**src/rtl/ram_arbiter_if.sv**
```systemverilog
// Handshake bundle for one requester of ram_arbiter (CPU or DMA side).
// The requester drives req/we/addr/wdata; the arbiter returns gnt/stall/rvalid/rdata.
interface ram_arbiter_if #(
  parameter int ADDR_W = 8,
  parameter int DATA_W = 8
);
  logic              req;
  logic              we;
  logic [ADDR_W-1:0] addr;
  logic [DATA_W-1:0] wdata;
  logic              gnt;
  logic              stall;
  logic              rvalid;
  logic [DATA_W-1:0] rdata;

  modport master (output req, we, addr, wdata, input gnt, stall, rvalid, rdata);
  modport slave  (input req, we, addr, wdata, output gnt, stall, rvalid, rdata);
endinterface

```
**src/rtl/ram_arbiter.sv**
```systemverilog
// Two-port arbiter for the single-port data RAM: CPU (cpu) and DMA/debug loader (dma).
// Define ARB_CPU_PRIORITY_EN for fixed CPU priority; default is round-robin with burst limit.
module ram_arbiter #(
  parameter int ADDR_W    = 8,
  parameter int DATA_W    = 8,
  parameter int MAX_BURST = 4
) (
  input  logic              clk,
  input  logic              rst,
  ram_arbiter_if.slave      cpu,
  ram_arbiter_if.slave      dma,
  output logic [ADDR_W-1:0] ram_addr,
  output logic [DATA_W-1:0] ram_write_data,
  output logic              ram_write_en,
  input  logic [DATA_W-1:0] ram_read_data
);
  localparam int CNT_W = (MAX_BURST > 1) ? $clog2(MAX_BURST) : 1;
  localparam logic [CNT_W-1:0] CNT_LIM = CNT_W'(MAX_BURST - 1);

  typedef enum logic [1:0] {IDLE, OWN_C, OWN_D} state_t;

  state_t           state;
  state_t           state_nx;
  logic [CNT_W-1:0] burst_cnt;
  logic             last_d;
  logic             gnt_c;
  logic             gnt_d;
  logic             xfer_c;
  logic             xfer_d;
  logic             burst_ok;

  assign gnt_c    = (state == OWN_C);
  assign gnt_d    = (state == OWN_D);
  assign xfer_c   = cpu.req & gnt_c;
  assign xfer_d   = dma.req & gnt_d;
  assign burst_ok = (burst_cnt < CNT_LIM);

  assign cpu.gnt   = gnt_c;
  assign dma.gnt   = gnt_d;
  assign cpu.stall = cpu.req & ~gnt_c;
  assign dma.stall = dma.req & ~gnt_d;

  // Grant is a register, so a reset drops ram_write_en without waiting for a clock.
  assign ram_addr       = xfer_c ? cpu.addr : (xfer_d ? dma.addr : '0);
  assign ram_write_data = gnt_c ? cpu.wdata : (gnt_d ? dma.wdata : '0);
  assign ram_write_en   = (xfer_c & cpu.we) | (xfer_d & dma.we);

  always_comb begin
    state_nx = state;
    unique case (state)
      IDLE: begin
        if (cpu.req && dma.req) state_nx = last_d ? OWN_C : OWN_D;
        else if (cpu.req)       state_nx = OWN_C;
        else if (dma.req)       state_nx = OWN_D;
      end
      OWN_C: begin
        if (!dma.req) state_nx = cpu.req ? OWN_C : IDLE;
        else          state_nx = (cpu.req && burst_ok) ? OWN_C : OWN_D;
      end
      OWN_D: begin
        if (!cpu.req) state_nx = dma.req ? OWN_D : IDLE;
        else          state_nx = (dma.req && burst_ok) ? OWN_D : OWN_C;
      end
      default: state_nx = IDLE;
    endcase
`ifdef ARB_CPU_PRIORITY_EN
    if (cpu.req) state_nx = OWN_C;
`endif
  end

  // burst_cnt saturates at the limit; a sole requester may keep the RAM indefinitely.
  always_ff @(posedge clk or negedge rst) begin
    if (!rst) begin
      state      <= IDLE;
      burst_cnt  <= '0;
      last_d     <= 1'b1;
      cpu.rvalid <= 1'b0;
      cpu.rdata  <= '0;
      dma.rvalid <= 1'b0;
      dma.rdata  <= '0;
    end else begin
      state <= state_nx;
      if (state_nx != state || state_nx == IDLE)
        burst_cnt <= '0;
      else if ((xfer_c || xfer_d) && burst_cnt != CNT_LIM)
        burst_cnt <= burst_cnt + 1'b1;
      if (xfer_c)      last_d <= 1'b0;
      else if (xfer_d) last_d <= 1'b1;
      cpu.rvalid <= xfer_c & ~cpu.we;
      dma.rvalid <= xfer_d & ~dma.we;
      if (xfer_c && !cpu.we) cpu.rdata <= ram_read_data;
      if (xfer_d && !dma.we) dma.rdata <= ram_read_data;
    end
  end
endmodule
```
**src/flat_wrapper.sv**
```systemverilog
// flat-port wrapper written by rule: the top's interface ports become plain ports
module ram_arbiter_flat 
#(
  parameter int ADDR_W    = 8,
  parameter int DATA_W    = 8,
  parameter int MAX_BURST = 4
)
  (clk, rst, ram_addr, ram_write_data, ram_write_en, ram_read_data, cpu_req, cpu_we, cpu_addr, cpu_wdata, cpu_gnt, cpu_stall, cpu_rvalid, cpu_rdata, dma_req, dma_we, dma_addr, dma_wdata, dma_gnt, dma_stall, dma_rvalid, dma_rdata);
  ram_arbiter_if #(.ADDR_W(ADDR_W), .DATA_W(DATA_W)) cpu_i ();
  ram_arbiter_if #(.ADDR_W(ADDR_W), .DATA_W(DATA_W)) dma_i ();
  input  logic clk;
  input  logic rst;
  output logic [ADDR_W-1:0] ram_addr;
  output logic [DATA_W-1:0] ram_write_data;
  output logic ram_write_en;
  input  logic [DATA_W-1:0] ram_read_data;
  input wire logic [$bits(cpu_i.req)-1:0] cpu_req;
  input wire logic [$bits(cpu_i.we)-1:0] cpu_we;
  input wire logic [$bits(cpu_i.addr)-1:0] cpu_addr;
  input wire logic [$bits(cpu_i.wdata)-1:0] cpu_wdata;
  output wire logic [$bits(cpu_i.gnt)-1:0] cpu_gnt;
  output wire logic [$bits(cpu_i.stall)-1:0] cpu_stall;
  output wire logic [$bits(cpu_i.rvalid)-1:0] cpu_rvalid;
  output wire logic [$bits(cpu_i.rdata)-1:0] cpu_rdata;
  input wire logic [$bits(dma_i.req)-1:0] dma_req;
  input wire logic [$bits(dma_i.we)-1:0] dma_we;
  input wire logic [$bits(dma_i.addr)-1:0] dma_addr;
  input wire logic [$bits(dma_i.wdata)-1:0] dma_wdata;
  output wire logic [$bits(dma_i.gnt)-1:0] dma_gnt;
  output wire logic [$bits(dma_i.stall)-1:0] dma_stall;
  output wire logic [$bits(dma_i.rvalid)-1:0] dma_rvalid;
  output wire logic [$bits(dma_i.rdata)-1:0] dma_rdata;
  assign cpu_i.req = cpu_req;
  assign cpu_i.we = cpu_we;
  assign cpu_i.addr = cpu_addr;
  assign cpu_i.wdata = cpu_wdata;
  assign cpu_gnt = cpu_i.gnt;
  assign cpu_stall = cpu_i.stall;
  assign cpu_rvalid = cpu_i.rvalid;
  assign cpu_rdata = cpu_i.rdata;
  assign dma_i.req = dma_req;
  assign dma_i.we = dma_we;
  assign dma_i.addr = dma_addr;
  assign dma_i.wdata = dma_wdata;
  assign dma_gnt = dma_i.gnt;
  assign dma_stall = dma_i.stall;
  assign dma_rvalid = dma_i.rvalid;
  assign dma_rdata = dma_i.rdata;
  ram_arbiter #(.ADDR_W(ADDR_W), .DATA_W(DATA_W), .MAX_BURST(MAX_BURST)) u_core (.clk(clk), .rst(rst), .cpu(cpu_i), .dma(dma_i), .ram_addr(ram_addr), .ram_write_data(ram_write_data), .ram_write_en(ram_write_en), .ram_read_data(ram_read_data));
endmodule
```
**config.mk**
```make
export PLATFORM = sky130hd
export DESIGN_NAME = ram_arbiter_flat
export DESIGN_NICKNAME = d
export VERILOG_FILES = /design/src/rtl/ram_arbiter_if.sv /design/src/rtl/ram_arbiter.sv /design/src/flat_wrapper.sv
export SDC_FILE = /design/constraint.sdc
export NUM_CORES = 1
export LEC_CHECK = 0
export ABC_AREA = 1
export CORE_AREA = 2 2 63 65
export CTS_CLUSTER_DIAMETER = 200
export DETAILED_ROUTE_END_ITERATION = 7
export DIE_AREA = 0 0 65 67
export GPL_TIMING_DRIVEN = 0
export PLACE_DENSITY = 0.78
export SETUP_SLACK_MARGIN = 0.02
export SYNTH_ARGS = -nofsm -noshare
export SYNTH_HDL_FRONTEND = slang
export SYNTH_SLANG_ARGS = --single-unit
export TNS_END_PERCENT = 10
```
**constraint.sdc**
```tcl
create_clock -name clk -period 1.47 [get_ports clk]
set_input_delay 0.147 -clock clk [delete_from_list [all_inputs] [get_ports clk]]
set_output_delay 0.147 -clock clk [all_outputs]
set_load 0.05 [all_outputs]
```
Word-level counts from Yosys, hierarchy flattened
Index checks and enable logic that the tools add are counted.
{"block": "totals", "ff_bits": 23, "word_cells": 59, "latch_bits": 0, "memories": 0, "mem_bits_rw": 0, "mem_bits_ro": 0, "out_inout_bits": 39, "inputBits": 46}
{"block": "op_classes", "n_mux": 19, "addsub": 1, "reduce_logical": 14, "magnitude_cmp": 1, "n_eq_ne": 4, "n_mul": 0, "bitwise_logic": 13, "shift": 0, "div": 0}
{"operator": "two-way mux 8 bit", "count": 4}
{"operator": "two-way mux 2 bit", "count": 11}
{"operator": "bitwise AND 1 bit", "count": 8}
{"operator": "logical AND 1 bit", "count": 6}
{"operator": "one-hot mux 2 bit (3 select lines)", "count": 1}
{"operator": "logical NOT 2 bit", "count": 2}
{"operator": "inverter 1 bit", "count": 4}
{"operator": "nonzero test 2 bit", "count": 2}
{"operator": "two-way mux 1 bit", "count": 3}
{"operator": "adder 2 x 1 -> 2 bit, second input constant", "count": 1}
{"operator": "equality test 2 x 1 -> 1 bit, second input constant", "count": 1}
{"operator": "equality test 2 bit, second input constant", "count": 1}
{"operator": "logical NOT 1 bit", "count": 2}
{"operator": "logical OR 1 bit", "count": 2}
{"operator": "less-than comparator 2 bit, second input constant", "count": 1}
{"operator": "!= test 2 bit", "count": 1}
{"operator": "!= test 2 bit, second input constant", "count": 1}
{"operator": "OR 1 bit", "count": 1}

Logic depth before layout (Yosys ltp)
{"block": "logic_depth", "depth_word": 8, "depth_mapped": 7, "depth_no_buf": 7}

Worst setup path before layout
OpenSTA, ideal clock, no wires.
{"block": "synth_timing", "path_type": "reg-to-output", "startpoint": "register u_core.state[0]", "endpoint": "output cpu_stall", "n_path_buf": 1, "path_slack_ns": -0.107, "arrival_time_ns": 1.430, "path_stages_with_launch": 5, "path_cell_list": "dfrtp_1 -> inv_2 -> nor2_1 -> buf_4 -> nor2_1"}
{"block": "synth_via", "elab_chain_len": 3}
{"item": "start, declared", "line": "ram_arbiter.sv:22", "text": "state_t state;"}
{"item": "start signal, assigned", "line": "ram_arbiter.sv:82", "text": "state <= state_nx;"}
{"item": "equality test 2 x 1 -> 1 bit", "line": "ram_arbiter.sv:32", "text": "assign gnt_c = (state == OWN_C);"}
{"item": "via cpu_gnt", "line": "flat_wrapper.sv:21", "text": "output wire logic [$bits(cpu_i.gnt)-1:0] cpu_gnt;"}
{"item": "inverter 1 bit", "line": "ram_arbiter.sv:40", "text": "assign cpu.stall = cpu.req & ~gnt_c;"}
{"item": "bitwise AND 1 bit", "line": "ram_arbiter.sv:40"}
{"item": "end, declared", "line": "flat_wrapper.sv:22", "text": "output wire logic [$bits(cpu_i.stall)-1:0] cpu_stall;"}
The timed path passes the listed nets, and every way through them passes these cells.

Worst setup path in the final report
{"block": "layout_timing", "startpoint": "register u_core.state[0]", "endpoint": "output ram_write_data[0]"}
{"block": "layout_via", "elab_chain_len": 3, "word_cells_on_any_way": 4, "cone_classes": "eq/ne (2); mux (2)"}
{"item": "equality test 2 bit", "line": "ram_arbiter.sv:33", "text": "assign gnt_d = (state == OWN_D);"}
{"item": "two-way mux 8 bit", "line": "ram_arbiter.sv:45", "text": "assign ram_write_data = gnt_c ? cpu.wdata : (gnt_d ? dma.wdata : '0);"}
{"item": "two-way mux 8 bit (*)", "line": "ram_arbiter.sv:45"}
{"item": "end, declared", "line": "flat_wrapper.sv:14", "text": "output logic [DATA_W-1:0] ram_write_data;"}
Mark *: on every way between the ends. The rest lies on a longest branch, timed or not.

==> results_dict.tcl <==
set metrics [dict create \
    yosysTopAreaCellShare_pct 43.8 \
    timing.final.crit_share_pct 102 \
    die_area_um2 4360 \
    skew_ns 0.00299 \
    ys.warnings.count 0 \
    cts_tree "done" \
    n_antenna_cell 0 \
    required_ns 1.32 \
    port_buffers 83 \
    p_per_area_nw_per_um2 2100 \
    status "complete, but fails checks" \
    finish.utilization_pct 63.2 \
    rsz0062_at_grt "true" \
    clkTransAtPathRegs_ns 0.07 \
    synth_area_um2 1260 \
    grt_pass1_vias 1173 \
    htreeDepth 1 \
    drtIter0Drc 22 \
    synthTopCellsByArea "dfrtp_1 44%, nand2_1 16%, o21ai_2 10%" \
    synthTopCellsByCount "52 x nand2_1, 22 x dfrtp_1, 18 x inv_1" \
    synth_cell_types 23 \
    viasPerCell 4.54 \
    cp-start-kind "flip-flop" \
    synthFlopType "dfrtp_1" \
    synth_edf_count 0 \
    power_leakage_nw 1.19 \
    syn_to_final_growth_pct 81.3 \
    violations "negative setup slack" \
    drive_above_1_share_pct 28.2 \
    cts_max_path_buffers 2 \
    cts_made_buffers 3 \
    die_h_um 67 \
    yosysTopAreaCell "dfrtp_1" \
    worst-path-max-fanout 10 \
    ir_drop_mv 1.07 \
    holdCritPathClass "input port to flip-flop" \
    wl_mm 3.55 \
    fin_hold_ws_ns 0.257 \
    clock_latency_ns 0.26 \
    ant_nets 0 \
    gp_congestion 0.765 \
    coreArea_um2 3610 \
    dp_cells 278 \
    start_util_pct 34.9 \
    ys_ff_latch 23 \
    finalMaxSlewViolations 0 \
    hpwl_mm 2.67 \
    yosysMostFrequentCell "nand2_1" \
    grt_pass1_wl_mm 5.37 \
    setup_tns_ns -0.178 \
    critPathSlowestCell "dfrtp_1" \
    antenna_found_initial 0 \
    die_x_um 65 \
    tightest_slew_ns 0.982 \
    crit_buf_inv 3 \
    post_dp_cell_area_um2 2150 \
    cts_root_buf "clkbuf_8" \
    ys_seq_area_share_pct 45.9 \
    maxCapViolations 0 \
    grt_usage_pct 15.6 \
    path_cells "inv_2, nand2_1, inv_4, a22o_1, buf_6" \
    arrival_ns 1.35 \
    drt_pre_antenna_iters 4 \
    finalHoldViolCount 0 \
    setup_viol 9 \
    end_kind "output pin" \
    layout_setup_ws_ns -0.0240 \
    relSlewSlack_pct 34.4 \
    cts.sinks 23 \
    syn_avg_cell_area_um2 8.55 \
    grt_max_degree 24 \
    path_delay_family "buffers and inverters" \
    design_area_um2 2280 \
    wire_per_inst_um 12.3 \
    grt_overflow_total 0 \
    async_flop_share_pct 100 \
    fin_crit_ns 1.49 \
    max_freq_ghz 0.669 \
    nNetsFinal 289 \
    synthCells 147 \
    max_stage_delay_ns 0.39 \
    rows 22 \
    vias 1312 \
    worstSetupPathType "flip-flop to output pin" \
    io_pins 85 \
    fin_cells 289 \
    remaining_drc_errors 0 \
    synthesis.nets 194 \
]
## through the flow
step,power (mW),setup slack (ns)
final,4.79,-0.0240
after global routing,5.05,-0.105
after CTS,4.71,-0.0588
after global placement,4.33,-0.684
after detailed placement,4.36,-0.695
after floorplan,3.27,-0.0734
## registers in the layout, summed over array words and instances, names as in the netlist
signal	cells
u_core.last_d	1
u_core.cpu.rvalid	1
u_core.state	2
u_core.dma.rdata	8
u_core.cpu.rdata	8
u_core.burst_cnt	2
u_core.dma.rvalid	1
## cell usage in the layout (no fill, tap or decap)
cell type        netlist  final
buf_6                  1     19
dfrtp_2                0      1
buf_4                  1      9
clkdlybuf4s50_1        0     43
nand3_1                6      6
nand3_4                1      2
nor2_1                 4      2
clkbuf_8               0      3
inv_4                  2      1
nor2_4                 0      1
nand2_1               52     48
dfstp_2                1      1
nand2_2                0      4
o21ai_0                2      2
nand2_4                2      2
ha_1                   1      1
a22o_1                 8      8
inv_1                 18     17
inv_2                  2      2
o211ai_1               3      3
o22ai_1                1      1
buf_8                  1      2
dlygate4sd2_1          0     19
o21ai_1                1      1
nand4_1                1      1
nor2_2                 0      1
buf_2                  1      1
clkinv_2               0      2
clkinv_4               0      2
o21ai_2               15     15
dfrtp_1               22     21
## cells by family after synthesis
group                      share of synthesized area (%)
adders and majority gates                          0.995
DFF                                                 45.9
and+or+nand+nor                                     23.6
buffers and inverters                               10.0
AOI/OAI and AO/OA                                   19.5
## where the power goes
part           internal [mW]  total (mW)  switching, mW
combinational           1.10        3.33           2.24
clock                  0.189       0.376          0.187
sequential             0.911        1.08          0.170
## tightest hold or removal path: cells and delay by family
kind,cells,cell delay [ns]
AO/OA/AOI/OAI,2,0.17
buffers and inverters,1,0.16
## routing by layer
layer	share of wire (%)	global-route usage [%]	vias to the layer above	wire length [um]
met5	0	0	-	0
met4	0.54	3.19	0	19
met3	8.9	4.90	2	314
met2	50	26.3	50	1780
met1	40	19.5	596	1430
li1	-	-	664	-
## what timing repair did
action / CTS / global route
hold buffers: 0 / 0
setup buffers: 1 / 4
endpoints found under the hold margin: 0 / 0
pin swaps: 1 / 2
gates cloned: 1 / 1
resized for setup: 166 / 16
endpoints found under the setup margin: 39 / 21
## final timing paths
check / from / end / slack (ns) / cells after the start
min in group asynchronous: rst / u_core.dma.rdata[6]$_DFFE_PN0P_ / 0.43 / 1
setup / recovery: u_core.state[0]$_DFF_PN0_ / ram_write_data[0] / -0.02 / 5
hold / removal: cpu_req / u_core.state[0]$_DFF_PN0_ / 0.26 / 3
hold reg to reg: u_core.last_d$_DFFE_PN1P_ / u_core.last_d$_DFFE_PN1P_ / 0.48 / 2
max in group asynchronous: rst / u_core.state[1]$_DFF_PN0_ / 0.39 / 1
setup reg to reg: u_core.state[1]$_DFF_PN0_ / u_core.cpu.rdata[6]$_DFFE_PN0P_ / 0.10 / 8
## area by class of cell
cell class | count | area, um^2
repair buffers | 89 | 871
clock inverters | 1 | 5.00
repair inverters | 1 | 5.00
well taps | 48 | 60.1
multi-input cells | 98 | 582
inverters | 22 | 95.1
fillers | 313 | 1330
plain buffers | 4 | 42.5
clock buffers | 3 | 41.3
flip-flops and latches | 23 | 578
Power figures use the tool's default switching activity.
